<file path="config.mk">
export PLATFORM = sky130hd
export DESIGN_NAME = spi_slave
export DESIGN_NICKNAME = d
export VERILOG_FILES = /design/src/rtl/spi_slave.sv
export SDC_FILE = /design/constraint.sdc
export NUM_CORES = 1
export LEC_CHECK = 0
export CAP_MARGIN = 20
export CELL_PAD_IN_SITES_DETAIL_PLACEMENT = 0
export CELL_PAD_IN_SITES_GLOBAL_PLACEMENT = 2
export CORE_MARGIN = 8
export CORE_UTILIZATION = 36
export DETAILED_ROUTE_END_ITERATION = 6
export MAX_ROUTING_LAYER = met4
export PLACE_DENSITY = 0.78
export SLEW_MARGIN = 5
export SYNTH_ARGS = -nofsm -noshare
export SYNTH_HDL_FRONTEND = slang
export SYNTH_SLANG_ARGS = --single-unit
</file>
<file path="constraint.sdc">
create_clock -name clk -period 2.2 [get_ports clk]
set_input_delay 0.55 -clock clk [delete_from_list [all_inputs] [get_ports clk]]
set_output_delay 0.55 -clock clk [all_outputs]
set_load 0.02 [all_outputs]
</file>
<file path="src/rtl/spi_slave.sv">
// spi_slave: SPI responder that over-samples sclk/cs_n/mosi on clk.
// Supports all four CPOL/CPHA modes and moves 8-bit frames MSB first.
// A one-byte TX holding buffer with a valid/ready handshake feeds miso.
// Each received byte is presented on rx_data with a one-cycle rx_valid pulse.
// Build option: define SPI_SLAVE_OVERRUN_DET_EN to build the sticky TX
// underrun/overflow flag; otherwise overrun is tied low.
module spi_slave #(
    parameter int unsigned SYNC_STAGES = 2,
    parameter logic [7:0]  DEFAULT_TX  = 8'hFF
) (
    input  logic       clk,
    input  logic       rst_n,
    input  logic       enable,
    input  logic       cpol,
    input  logic       cpha,
    input  logic       sclk,
    input  logic       cs_n,
    input  logic       mosi,
    output logic       miso,
    output logic       miso_oe,
    input  logic [7:0] tx_data,
    input  logic       tx_valid,
    output logic       tx_ready,
    output logic [7:0] rx_data,
    output logic       rx_valid,
    output logic       busy,
    output logic       overrun
);

    typedef enum logic {
        IDLE   = 1'b0,
        ACTIVE = 1'b1
    } state_t;

    state_t state_reg;
    state_t state_next;

    logic [SYNC_STAGES-1:0] sclk_sync;
    logic [SYNC_STAGES-1:0] cs_sync;
    logic [SYNC_STAGES-1:0] mosi_sync;
    logic                   sclk_prev;
    logic                   cs_prev;

    logic sclk_s, cs_s, mosi_s;
    logic sclk_rise, sclk_fall, cs_fall, cs_rise;
    logic lead_edge, trail_edge, sample_edge, shift_edge;
    logic frame_start, frame_stop, in_frame;
    logic do_sample, do_shift, load;

    logic [2:0] bit_cnt;
    logic [7:0] rx_shift;
    logic [7:0] rx_next;
    logic [7:0] tx_shift;
    logic       miso_reg;
    logic [7:0] buf_data;
    logic       buf_full;
    logic [7:0] load_byte;

    assign sclk_s = sclk_sync[SYNC_STAGES-1];
    assign cs_s   = cs_sync[SYNC_STAGES-1];
    assign mosi_s = mosi_sync[SYNC_STAGES-1];

    // Input synchronisers plus previous-value flops for edge detection.
    // cs_n resets low so a select already held low at reset release is
    // not mistaken for a fresh falling edge.
    always_ff @(posedge clk or negedge rst_n) begin
        if (!rst_n) begin
            sclk_sync <= '0;
            cs_sync   <= '0;
            mosi_sync <= '0;
            sclk_prev <= 1'b0;
            cs_prev   <= 1'b0;
        end else begin
            sclk_sync <= {sclk_sync[SYNC_STAGES-2:0], sclk};
            cs_sync   <= {cs_sync[SYNC_STAGES-2:0], cs_n};
            mosi_sync <= {mosi_sync[SYNC_STAGES-2:0], mosi};
            sclk_prev <= sclk_s;
            cs_prev   <= cs_s;
        end
    end

    assign sclk_rise = sclk_s & ~sclk_prev;
    assign sclk_fall = ~sclk_s & sclk_prev;
    assign cs_fall   = ~cs_s & cs_prev;
    assign cs_rise   = cs_s & ~cs_prev;

    // Leading edge leaves the idle level, trailing edge returns to it.
    assign lead_edge   = cpol ? sclk_fall : sclk_rise;
    assign trail_edge  = cpol ? sclk_rise : sclk_fall;
    assign sample_edge = cpha ? trail_edge : lead_edge;
    assign shift_edge  = cpha ? lead_edge : trail_edge;

    // Frame state register.
    always_ff @(posedge clk or negedge rst_n) begin
        if (!rst_n) begin
            state_reg <= IDLE;
        end else begin
            state_reg <= state_next;
        end
    end

    // Next-state logic with frame start/stop strobes.
    always_comb begin
        state_next  = state_reg;
        frame_start = 1'b0;
        frame_stop  = 1'b0;
        case (state_reg)
            IDLE: begin
                if (cs_fall && enable) begin
                    state_next  = ACTIVE;
                    frame_start = 1'b1;
                end
            end
            ACTIVE: begin
                if (cs_rise || !enable) begin
                    state_next = IDLE;
                    frame_stop = 1'b1;
                end
            end
            default: state_next = IDLE;
        endcase
    end

    // SCLK edges only count while a frame is open and not closing this cycle.
    assign in_frame  = (state_reg == ACTIVE) && !frame_stop;
    assign do_sample = in_frame && sample_edge;
    assign do_shift  = in_frame && shift_edge;

    // With cpha=0 the first edge is a sample, so a shift edge at bit count 0
    // only follows a completed byte; with cpha=1 it is the first edge of a byte.
    assign load      = (frame_start && !cpha) || (do_shift && (bit_cnt == 3'd0));
    assign load_byte = buf_full ? buf_data : DEFAULT_TX;
    assign rx_next   = {rx_shift[6:0], mosi_s};

    // Bit counter: cleared at frame boundaries, wraps 7->0 between bytes.
    always_ff @(posedge clk or negedge rst_n) begin
        if (!rst_n) begin
            bit_cnt <= 3'd0;
        end else if (frame_start || frame_stop) begin
            bit_cnt <= 3'd0;
        end else if (do_sample) begin
            bit_cnt <= bit_cnt + 3'd1;
        end
    end

    // RX shift register and byte delivery; partial bytes never reach rx_data.
    always_ff @(posedge clk or negedge rst_n) begin
        if (!rst_n) begin
            rx_shift <= 8'h00;
            rx_data  <= 8'h00;
            rx_valid <= 1'b0;
        end else begin
            rx_valid <= 1'b0;
            if (do_sample) begin
                rx_shift <= rx_next;
                if (bit_cnt == 3'd7) begin
                    rx_data  <= rx_next;
                    rx_valid <= 1'b1;
                end
            end
        end
    end

    // TX shift register: load points present the MSB at once, other shift
    // edges advance to the next bit.
    always_ff @(posedge clk or negedge rst_n) begin
        if (!rst_n) begin
            tx_shift <= 8'h00;
            miso_reg <= 1'b0;
        end else if (load) begin
            miso_reg <= load_byte[7];
            tx_shift <= {load_byte[6:0], 1'b0};
        end else if (do_shift) begin
            miso_reg <= tx_shift[7];
            tx_shift <= {tx_shift[6:0], 1'b0};
        end
    end

    // Holding buffer: a load empties it first, so a same-cycle write is kept
    // for the following load point.
    always_ff @(posedge clk or negedge rst_n) begin
        if (!rst_n) begin
            buf_data <= 8'h00;
            buf_full <= 1'b0;
        end else begin
            if (load) begin
                buf_full <= 1'b0;
            end
            if (tx_valid && !buf_full) begin
                buf_data <= tx_data;
                buf_full <= 1'b1;
            end
        end
    end

    assign tx_ready = ~buf_full;
    assign miso     = miso_reg;
    assign busy     = (state_reg == ACTIVE) && enable;
    assign miso_oe  = (state_reg == ACTIVE) && enable;

`ifdef SPI_SLAVE_OVERRUN_DET_EN
    logic overrun_reg;

    // Sticky fault flag: a fresh select clears it, but a fault raised in the
    // same cycle (empty buffer at the cs_n-fall load) takes priority.
    always_ff @(posedge clk or negedge rst_n) begin
        if (!rst_n) begin
            overrun_reg <= 1'b0;
        end else if ((load && !buf_full) || (tx_valid && buf_full)) begin
            overrun_reg <= 1'b1;
        end else if (cs_fall) begin
            overrun_reg <= 1'b0;
        end
    end

    assign overrun = overrun_reg;
`else
    assign overrun = 1'b0;
`endif

endmodule

</file>
==> Word-level counts from Yosys, hierarchy flattened <==
Cells that the tools add are included.
{ "totals": {"reg_bits": 46, "latchBits": 0, "ramBits": 0, "mem_bits_ro": 0, "in_bits": 17, "elab_cells": 67, "memories": 0} }
{ "classes": {"n_addsub": 1, "n_mul": 0, "div": 0, "magnitude_cmp": 0, "n_eq_ne": 1, "n_shift": 0, "mux": 21, "bitwise_logic": 10, "n_reduce_logical": 20} }
{ "ops": {"columns": ["operator", "n"], "rows": [
  ["$mux W8", 3],
  ["$mux W1", 15],
  ["$logic_and A1 B1 Y1", 8],
  ["$mux W3", 2],
  ["$not A1 Y1", 6],
  ["$reduce_bool A2 Y1", 3],
  ["$and A1 B1 Y1", 4],
  ["$logic_not A1 Y1", 4],
  ["$add A3 B1 Y3 const B", 1],
  ["$eq A3 B3 Y1 const B", 1],
  ["$logic_not A3 Y1", 1],
  ["$logic_or A1 B1 Y1", 3],
  ["$pmux W1 S2", 1],
  ["$reduce_and A2 Y1", 1]
]} }

==> Longest topological paths before layout <==
Gate-level depths: netlist of run 1.
{ "depth": {"word_depth": 12, "mapped_depth": 6} }

==> Least setup slack after synthesis of run 1 <==
OpenSTA, ideal clock, no wires.
{ "synth_path": {"kind": "input to register", "startpoint": "in cpha", "endpoint": "reg tx_shift[2]", "arrival_ps": 1733, "path_slack_ps": 342, "path_stages": 4, "path_buffers": 0, "path_cell_list": "xnor2_1 -> mux2_4 -> o21ai_4 -> mux2_4"} }
{ "synth_between": {"elab_chain_cells": 5, "elab_cells_between_ends": 8} }
{ "synth_lines": {"columns": ["item", "line", "source"], "rows": [
  ["start: declaration", "15", "input logic cpha,"],
  ["$mux W1", "91", "assign shift_edge = cpha ? lead_edge : trail_edge;"],
  ["$logic_and A1 B1 Y1", "127", "assign do_shift = in_frame && shift_edge;"],
  ["$logic_and A1 B1 Y1", "131", "assign load = (frame_start && !cpha) || (do_shift && (bit_cnt == 3'd0));"],
  ["$logic_or A1 B1 Y1", "131", null],
  ["$mux W8 / $reduce_bool A2 Y1 (equally long branches)", null, null],
  ["end signal: assignment", "172", "tx_shift <= {load_byte[6:0], 1'b0};"],
  ["end signal: assignment", "175", "tx_shift <= {tx_shift[6:0], 1'b0};"],
  ["end: declaration", "53", "logic [7:0] tx_shift;"]
]} }
Parallel ways exist; a longest one is shown, timed or not.
A chain may end at the register's enable or synchronous reset.

==> Worst setup path in the final report of run 1 <==
{ "layout_path": {"startpoint": "in cpha", "endpoint": "reg rx_data[5]"} }
{ "layout_between": {"elab_chain_cells": 3} }
{ "layout_lines": {"columns": ["item", "line", "source"], "rows": [
  ["$mux W1", "90", "assign sample_edge = cpha ? trail_edge : lead_edge;"],
  ["$logic_and A1 B1 Y1", "126", "assign do_sample = in_frame && sample_edge;"],
  ["$reduce_and A2 Y1 (no line)", null, null],
  ["end signal: assignment", "157", "rx_data <= rx_next;"],
  ["end: declaration", "24", "output logic [7:0] rx_data,"]
]} }
No other way between the ends.

==> metrics.txt, run 1 <==
run status complete, no violations; htree depth 2; async set or reset register ratio after synthesis 100%; Vias 1,163; Wirelength per Cell 13.8 µm; skew final 0.00489 ns; CTS buffer count 5; Mapped Cells 139; Core Region 5140 µm²; Critical Path RT 2.38 ns; Clk pwr share 23.9%; Sw Share 27.6%; chip height 89.1 µm; drt via density 4.56; IO Port Bufs 29; clock sinks 45; DR iter-0 viols 16; vias in the first global route 1,320; Yosys top cell by area dfrtp_1; met2 GRT Util 16.9%; Synth Area per Inst 13.9 µm²; worst-path fanout max 9; LEAKAGE 1.20 nW; combinational share of power 25.7%; Final Wtd Congestion 0.827; syn nets 159; first drt pass iteration count 3; number of flops mapped to enable cells by yosys 0; Setup violations, final 0; drt total wl 3530 µm; Most used DFF post-synth dfrtp_1; Worst-Skew Late Latency 0.30 ns; Area contributors post-synth dfrtp_1, mux2_2, mux2i_1; mapped cell area 1930 µm²; Slew @ Worst Pin 0.656 ns; WP data arrival 2.27 ns; period utilization 95.2%; FF-to-FF End tx_shift[1]; first-pass GRT wire length 6090 µm; CP endpoint kind flip-flop; initial antenna violation count 0; met3 Use GR 3.77%; Regs by FF count buf_data: 8 flops, rx_data: 8 flops; Design Power 2.17 mW; Routed Antenna Nets 0; drc violations 0; met1 usage 11.3%; Slew Viols, Final 0; die area 7950 µm²; crit path time final 2.09 ns; ant diodes 0; maximum vdd drop 303 µV; HPWL Detailed 2660 µm; NumNets Final 205; register area share after synthesis 58.5%; largest net degree at the start of global routing 31; post-route setup TNS 0 ns; Hold Buf Count CTS 0; critical path class input pin to flip-flop; switching power 0.599 mW; HP Class input pin to async pin; Synth cell types 27; die width 89.1 µm; layout cell share with drive strength beyond 1 28.1%; Initial Util 37.5%; Synth warnings 0; Post-CTS Setup Bufs 0; Startpoint Class input pin; FP Rows 26; RSZ-0062 raised after global routing no; grt ovf 0; relative slew slack 56.3%; I/O pin cnt 31; Layout area overhead 29.1%; flip-flop and latch count after synthesis 45; flop2flop setup slack 0.50 ns; GR Util All Layers 10.4%; fmax 0.478 GHz; TritonCTS clock tree yes; final hold vios 0; maxcap violations 0; worst r2r src state_reg; Clock Pin Slew Worst Setup and Hold Paths 0.08 ns; P_int 1.57 mW; post-synth top area share 58.5%; FF-to-FF path depth 5; GRT Max-Usage Layer met2; Root Buffer clkbuf_8; P per Cell Area 871 nW/µm²; Seq pwr share 50.4%; CTS Buffer Depth 2
==> worst max-delay path, cell delays in order <==
cell and delay (ns):
clkdlybuf4s50_1 0.43, xnor2_1 0.27, mux2i_1 0.32, buf_4 0.16
nand3_2 0.20, mux2_2 0.35
==> power groups by stage <==
stage,combinational [mW],clock (mW),sequential [mW]
after global placement,0.555,0,1.10
after CTS,0.571,0.539,1.10
final,0.557,0.517,1.09
after detailed placement,0.570,0,1.11
after floorplan,0.354,0,1.10
after global routing,0.624,0.579,1.12
==> cell usage after synthesis (2+ instances only) <==
master and number:
ha_1 3, mux2_4 2, and2_1 4, o21ai_0 2, nand2_1 2, mux2i_1 15, inv_1 11, dfrtp_1 45
buf_4 2, a22o_1 2, nor2_1 2, mux2_2 24, nand2b_1 11
==> cell type report <==
| class | instances | area [µm²] |
|---|---|---|
| Clock buffer | 6 | 82.6 |
| Clock inverter | 1 | 7.51 |
| Fill cell | 491 | 2650 |
| Inverter | 11 | 41.3 |
| Multi-Input combinational cell | 79 | 728 |
| Sequential cell | 45 | 1130 |
| Tap cell | 70 | 87.6 |
| Timing Repair Buffer | 43 | 413 |
==> timing repair <==
item | 4_1_cts | 5_1_grt
resized for setup | 2 | 0
setup endpoints to repair | 2 | 0
hold endpoints to repair | 0 | 0
==> per-layer routing <==
layer  part of all wire, %  vias to the layer above
met4                   1.7                        0
met1                    44                      575
met2                    49                       23
met3                   5.2                        6
met5                     0                        -
li1                      -                      559
==> per-stage QoR <==
step	hold slack [ns]	instances	utilization (%)	instance area [µm²]	setup WS [ns]
3_3_place_gp	0.336	248	46.7	2400	-0.155
4_1_cts	0.299	255	48.4	2490	0.0941
6_report	0.279	255	48.4	2490	0.107
3_5_place_dp	0.337	248	46.7	2400	-0.228
5_1_grt	0.318	255	48.4	2490	0.0301
2_1_floorplan	0.254	139	-	1930	0.342
==> cells in the final DEF (no fill, tap or decap), drive strengths merged <==
cell	instances
dfrtp	45
clkdlybuf4s50	26
mux2	26
mux2i	15
buf	15
inv	11
nand2b	11
clkbuf	6
and2	4
o21ai	4
ha	3
nor2	2
nand2	2
a22o	2
dlygate4sd2	2
nand3	2
xnor2	1
nor2b	1
nor4bb	1
nand4bb	1
o22ai	1
or2b	1
o311ai	1
conb	1
clkinvlp	1
==> worst max path at each step <==
stage	start	endpoint	slack, ns	cells past startpoint
2_1_floorplan	cpha	tx_shift[2]	0.34	4
3_3_place_gp	enable	busy	-0.15	3
3_5_place_dp	cpha	rx_data[5]	-0.23	6
4_1_cts	cpha	rx_data[5]	0.09	6
5_1_grt	cpha	rx_data[5]	0.03	6
6_report	cpha	rx_data[5]	0.11	6
==> cell families (layout without fill, tap and decap cells) <==
family	after synthesis	after routing	synth area share [%]
xor+xnor	1	1	0.455
buf+inv	15	61	3.70
compound gates	8	8	3.51
mux	41	41	23.4
other cells	1	1	0.195
flops	45	45	58.5
simple gates	25	25	8.32
fa+ha+maj	3	3	1.95
Note: power is estimated with default switching activity, not from simulation.
==> run 2: changes to the inputs <==
RECOVER_POWER = 25   (was not set)
==> metrics.txt, run 2 (same netlist as run 1, synthesis figures left out) <==
most frequent cells in the layout dfrtp_1, mux2_2, clkdlybuf4s50_1 (was dfrtp_1, clkdlybuf4s50_1, mux2_2); hold_sp cs_sync[0]; largest net degree at the start of global routing 31 (unchanged); HP Class flip-flop to flip-flop (was input pin to async pin); vias in the first global route 1,320 (unchanged); flop2flop setup slack 0.50 ns (about the same); Slew @ Worst Pin 1.57 ns (was 0.656 ns); Clock Pin Slew Worst Setup and Hold Paths 0.08 ns (about the same); clock sinks 45 (unchanged); relative slew slack -4.80% (was 56.3%); worst r2r src state_reg (unchanged); chip height 89.1 µm (unchanged); Hold EP cs_sync[1]; DR iter-0 viols 16 (unchanged); P per Cell Area 871 nW/µm² (about the same); ant diodes 0 (unchanged); NumNets Final 205 (unchanged); Routed Antenna Nets 0 (unchanged); Vias 1,163 (unchanged); run status finished, violations left (was complete, no violations); IO Port Bufs 29 (unchanged); RSZ-0062 raised after global routing no (unchanged); I/O pin cnt 31 (unchanged); Multi-input gate area 728 µm² (unchanged); HPWL Detailed 2660 µm (unchanged); drc violations 0 (unchanged); Core Region 5140 µm² (unchanged); worst-path fanout max 9 (unchanged); fmax 0.478 GHz (about the same); Slew Viols, Final 31 (was 0); htree depth 2 (unchanged); Worst-Skew Late Latency 0.30 ns (about the same); CP endpoint kind flip-flop (unchanged); layout cell share with drive strength beyond 1 27.6% (was 28.1%); FF-to-FF End tx_shift[1] (unchanged); Placed Area 2400 µm² (unchanged); Critical Path RT 2.38 ns (about the same); grt ovf 0 (unchanged); Final Wtd Congestion 0.827 (unchanged); drt via density 4.56 (unchanged); first drt pass iteration count 3 (unchanged); die area 7950 µm² (unchanged); Design Power 2.16 mW (was 2.17 mW); initial antenna violation count 0 (unchanged); CTS buffer count 5 (unchanged); FF-to-FF path depth 5 (unchanged); final hold vios 0 (unchanged); skew final 0.00491 ns (was 0.00489 ns); die width 89.1 µm (unchanged); WP data arrival 2.27 ns (about the same); Non-Filler Instances 255 (unchanged); Layout area overhead 29.0% (was 29.1%); FP Rows 26 (unchanged); LEAKAGE 1.20 nW (about the same); DP Cell Count 248 (unchanged); Wirelength per Cell 13.8 µm (about the same); Root Buffer clkbuf_8 (unchanged); failing checks capacitance limit, slew limit; FF+latch area 1130 µm² (unchanged); critical path class input pin to flip-flop (unchanged); Final Instance Area 2480 µm² (was 2490 µm²); TritonCTS clock tree yes (unchanged); Hold Buf Count CTS 0 (unchanged); Filler cells 491 (unchanged); maximum vdd drop 303 µV (about the same); maxcap violations 1 (was 0); GR Util All Layers 10.4% (unchanged); first-pass GRT wire length 6090 µm (unchanged); Initial Util 37.5% (unchanged); Startpoint Class input pin (unchanged); most common cell after layout, fill and taps aside dfrtp_1 (unchanged); CTS Buffer Depth 2 (unchanged); period utilization 95.2% (unchanged); Setup violations, final 0 (unchanged); worst hold path depth 0; drt total wl 3530 µm (about the same); crit path time final 2.09 ns (unchanged); Post-CTS Setup Bufs 0 (unchanged); Regs by FF count buf_data: 8 flops, rx_data: 8 flops (unchanged)
[run 2: changes by cell type in the layout (fill, tap and decap cells not counted), sizes merged]
cell and change:
clkdlybuf4s50 -3, buf -1, clkbuf +1, dlygate4sd3 +3
[run 2: worst max-delay path: stages]
cell and delay, ns:
clkdlybuf4s50_1 0.43, xnor2_1 0.27, mux2i_1 0.32, buf_4 0.16
nand3_2 0.20, mux2_2 0.35
[run 2: power by group]
part	total [mW]	leakage, nW	internal (mW)	switching [mW]
Sequential	1.09	0.562	1.00	0.0880
Combinational	0.555	0.593	0.314	0.242
Clock	0.517	0.0433	0.248	0.269
[run 2: metal layers]
| metal | GRT usage (%) | vias up | share of wire (%) |
|---|---|---|---|
| li1 | - | 559 | - |
| met1 | 11.3 | 575 | 44 |
| met2 | 16.9 | 23 | 49 |
| met3 | 3.77 | 6 | 5.1 |
| met4 | 4.38 | 0 | 1.7 |
| met5 | - | - | 0 |
[run 2: layout make-up]
type                            count  area share (%)
Timing Repair Buffer               43            16.6
Tap cell                           70            3.52
Sequential cell                    45            45.3
Inverter                           11            1.66
Clock inverter                      1           0.302
Multi-Input combinational cell     79            29.3
Clock buffer                        6            3.32
[run 2: worst max path at each step]
stage / slack (ns) / from / end / depth (start not counted)
after global placement: -0.15 / enable / busy / 3
final: 0.11 / cpha / rx_data[5] / 6
after CTS: 0.09 / cpha / rx_data[5] / 6
after detailed placement: -0.23 / cpha / rx_data[5] / 6
after floorplan: 0.34 / cpha / tx_shift[2] / 4
after global routing: 0.03 / cpha / rx_data[5] / 6
[run 2: per-stage QoR]
| stage | util, % | setup TNS, ns | hold slack (ns) | setup WS (ns) |
|---|---|---|---|---|
| 5_1_grt | 48.3 | 0 | 0.364 | 0.0301 |
| 3_3_place_gp | 46.7 | -3.04 | 0.336 | -0.155 |
| 6_report | 48.3 | 0 | 0.353 | 0.107 |
| 4_1_cts | 48.4 | 0 | 0.299 | 0.0941 |
| 2_1_floorplan | - | 0 | 0.254 | 0.342 |
| 3_5_place_dp | 46.7 | -4.46 | 0.337 | -0.228 |
[run 2: timing repair]
item / CTS / global route
gates resized for setup: 2 / 0
setup endpoints to repair: 2 / 0
hold endpoints to repair: 0 / 0
==> run 3: changes to the inputs <==
CORE_UTILIZATION = 42   (was 36)
CTS_BUF_LIST = sky130_fd_sc_hd__clkbuf_4 sky130_fd_sc_hd__clkbuf_8 sky130_fd_sc_hd__clkbuf_16   (was not set)
DONT_BUFFER_PORTS = 1   (was not set)
PLACE_DENSITY = 0.76   (was 0.78)
==> metrics.txt, run 3 (same netlist as run 1, synthesis figures left out) <==
WP data arrival 1.98 ns (was 2.27 ns); worst slack at placement 0.221 ns (was -0.228 ns); first drt pass iteration count 4 (was 3); drt via density 5.14 (was 4.56); grt ovf 0 (unchanged); most frequent cells in the layout dfrtp_1, mux2_2, mux2i_1 (was dfrtp_1, mux2_2, clkdlybuf4s50_1); Slew Viols, Final 0 (was 31); TritonCTS clock tree yes (unchanged); Critical Path RT 2.42 ns (was 2.38 ns); Core Util, Final 47.6% (was 48.3%); relative slew slack 25.8% (was -4.80%); NumNets Final 167 (was 205); worst r2r src state_reg (unchanged); Crit path largest cell delay 0.43 ns (about the same); maxcap violations 0 (was 1); HP Class input pin to flip-flop (was flip-flop to flip-flop); Startpoint Class flip-flop (was input pin); Seq pwr share 54.4% (was 50.4%); IO Port Bufs 0 (was 29); hold_ws 0.280 ns (was 0.353 ns); setup ws final 0.440 ns (was 0.107 ns); Vias 1,022 (was 1,163); worst-path fanout max 6 (was 9); CP max stage cell dfrtp_1 (was clkdlybuf4s50_1); vias in the first global route 1,088 (was 1,320); Layout area overhead 8.32% (was 29.0%); drt total wl 3300 µm (was 3530 µm); ant diodes 0 (unchanged); Design Power 2.07 mW (was 2.16 mW); post-route setup TNS 0 ns (unchanged); most common cell after layout, fill and taps aside dfrtp_1 (unchanged); Placed Area 1990 µm² (was 2400 µm²); chip height 83.7 µm (was 89.1 µm); CP startpoint state_reg (was cpha); Routed Antenna Nets 0 (unchanged); first-pass GRT wire length 5330 µm (was 6090 µm); combinational share of power 20.6% (was 25.7%); crit-path leading delay family simple AND/OR/NAND/NOR gates (was multiplexers); maximum vdd drop 400 µV (was 303 µV); DP Cell Count 191 (was 248); Final Wtd Congestion 0.824 (was 0.827); CTS Buffer Depth 2 (unchanged); CP endpoint kind flip-flop (unchanged); drc violations 0 (unchanged); clock sinks 45 (unchanged); DR iter-0 viols 34 (was 16); skew final 0.0131 ns (was 0.00491 ns); Non-Filler Instances 199 (was 255); final hold vios 0 (unchanged); Setup violations, final 0 (unchanged); RSZ-0062 raised after global routing no (unchanged); P per Cell Area 990 nW/µm² (was 871 nW/µm²); Clock Pin Slew Worst Setup and Hold Paths 0.09 ns (was 0.08 ns); Regs by FF count buf_data: 8 flops, rx_data: 8 flops (unchanged); period utilization 80.0% (was 95.2%); crit path time final 1.76 ns (was 2.09 ns); I/O pin cnt 31 (unchanged); critical path class flip-flop to flip-flop (was input pin to flip-flop); Filler cells 403 (was 491); switching power 0.581 mW (was 0.599 mW); Root Buffer clkbuf_8 (unchanged); Wirelength per Cell 16.6 µm (was 13.8 µm); GR Util All Layers 9.83% (was 10.4%); Post-CTS Setup Bufs 0 (unchanged); LEAKAGE 1.03 nW (was 1.20 nW); Core Region 4380 µm² (was 5140 µm²); P_int 1.48 mW (was 1.57 mW); die area 7010 µm² (was 7950 µm²); htree depth 2 (unchanged); HPWL Detailed 2330 µm (was 2660 µm); Crit path buffers/inverters 1 (was 2); Clk pwr share 25.0% (was 23.9%); CTS buffer count 5 (unchanged); largest net degree at the start of global routing 46 (was 31); run status complete, no violations (was finished, violations left); FP Rows 24 (was 26); fmax 0.568 GHz (was 0.478 GHz); Slew @ Worst Pin 1.11 ns (was 1.57 ns); initial antenna violation count 0 (unchanged); Sw Share 28.1% (was 27.7%); crit path cell chain nor4bb_1 > or2b_2 > o21ai_4 > buf_4 > mux2i_1 (was clkdlybuf4s50_1 > xnor2_1 > mux2i_1 > buf_4 > nand3_2 > mux2_2); Initial Util 43.9% (was 37.5%); hold_sp mosi (was cs_sync[0]); die width 83.7 µm (was 89.1 µm); Final Instance Area 2090 µm² (was 2480 µm²); Worst-Skew Late Latency 0.29 ns (was 0.30 ns); layout cell share with drive strength beyond 1 28.6% (was 27.6%)
==> run 3: changes by cell type in the layout (fill, tap and decap cells not counted) <==
cell	before	now
dlygate4sd3_1	3	0
clkdlybuf4s50_1	23	0
dlygate4sd2_1	2	0
buf_4	12	4
buf_12	2	0
clkbuf_1	1	0
clkbuf_2	0	1
==> run 3: worst register-to-register path, cell delays in order, from the launching register on <==
cell and delay (ns):
dfrtp_1 0.43, nor4bb_1 0.38, or2b_2 0.37, o21ai_4 0.13, buf_4 0.20, mux2i_1 0.18
==> run 3: worst paths after layout <==
| path | slack, ns | endpoint | cells past startpoint |
|---|---|---|---|
| min in group asynchronous | 0.46 | cs_sync[1] | 1 |
| hold reg to reg | 0.35 | mosi_sync[1] | 0 |
| max in group asynchronous | 1.06 | tx_shift[7] | 1 |
| setup reg to reg | 0.44 | tx_shift[1] | 5 |
| hold / removal | 0.28 | mosi_sync[0] | 0 |
| setup / recovery | 0.44 | tx_shift[1] | 5 |
==> run 3: area by class of cell <==
| type | instances | area [µm²] | area share (%) |
|---|---|---|---|
| multi-input cells | 79 | 728 | 34.9 |
| inverters | 11 | 41.3 | 1.98 |
| clock inverters | 1 | 7.51 | 0.360 |
| repair buffers | 5 | 35.0 | 1.68 |
| well taps | 52 | 65.1 | 3.12 |
| clock buffers | 6 | 82.6 | 3.96 |
| flip-flops and latches | 45 | 1130 | 54.0 |
==> run 3: power groups by stage <==
stage	clock (mW)	sequential [mW]	combinational, mW
finish	0.516	1.12	0.426
global route	0.572	1.15	0.485
CTS	0.537	1.13	0.439
detailed placement	0	1.14	0.415
global placement	0	1.14	0.400
floorplan	0	1.10	0.354
==> run 3: per-layer routing <==
layer / vias up / global-route usage [%] / wire length [µm]
met1: 513 / 10.9 / 1500
li1: 484 / - / -
met5: - / - / 0
met3: 5 / 4.00 / 154
met4: 0 / 3.92 / 48
met2: 20 / 15.3 / 1600
==> run 3: repair_timing <==
| action | CTS | global route |
|---|---|---|
| setup endpoints to repair | 0 | 0 |
| hold buffers | 1 | 0 |
| resized for setup | 0 | 0 |
| endpoints found under the hold margin | 45 | 0 |
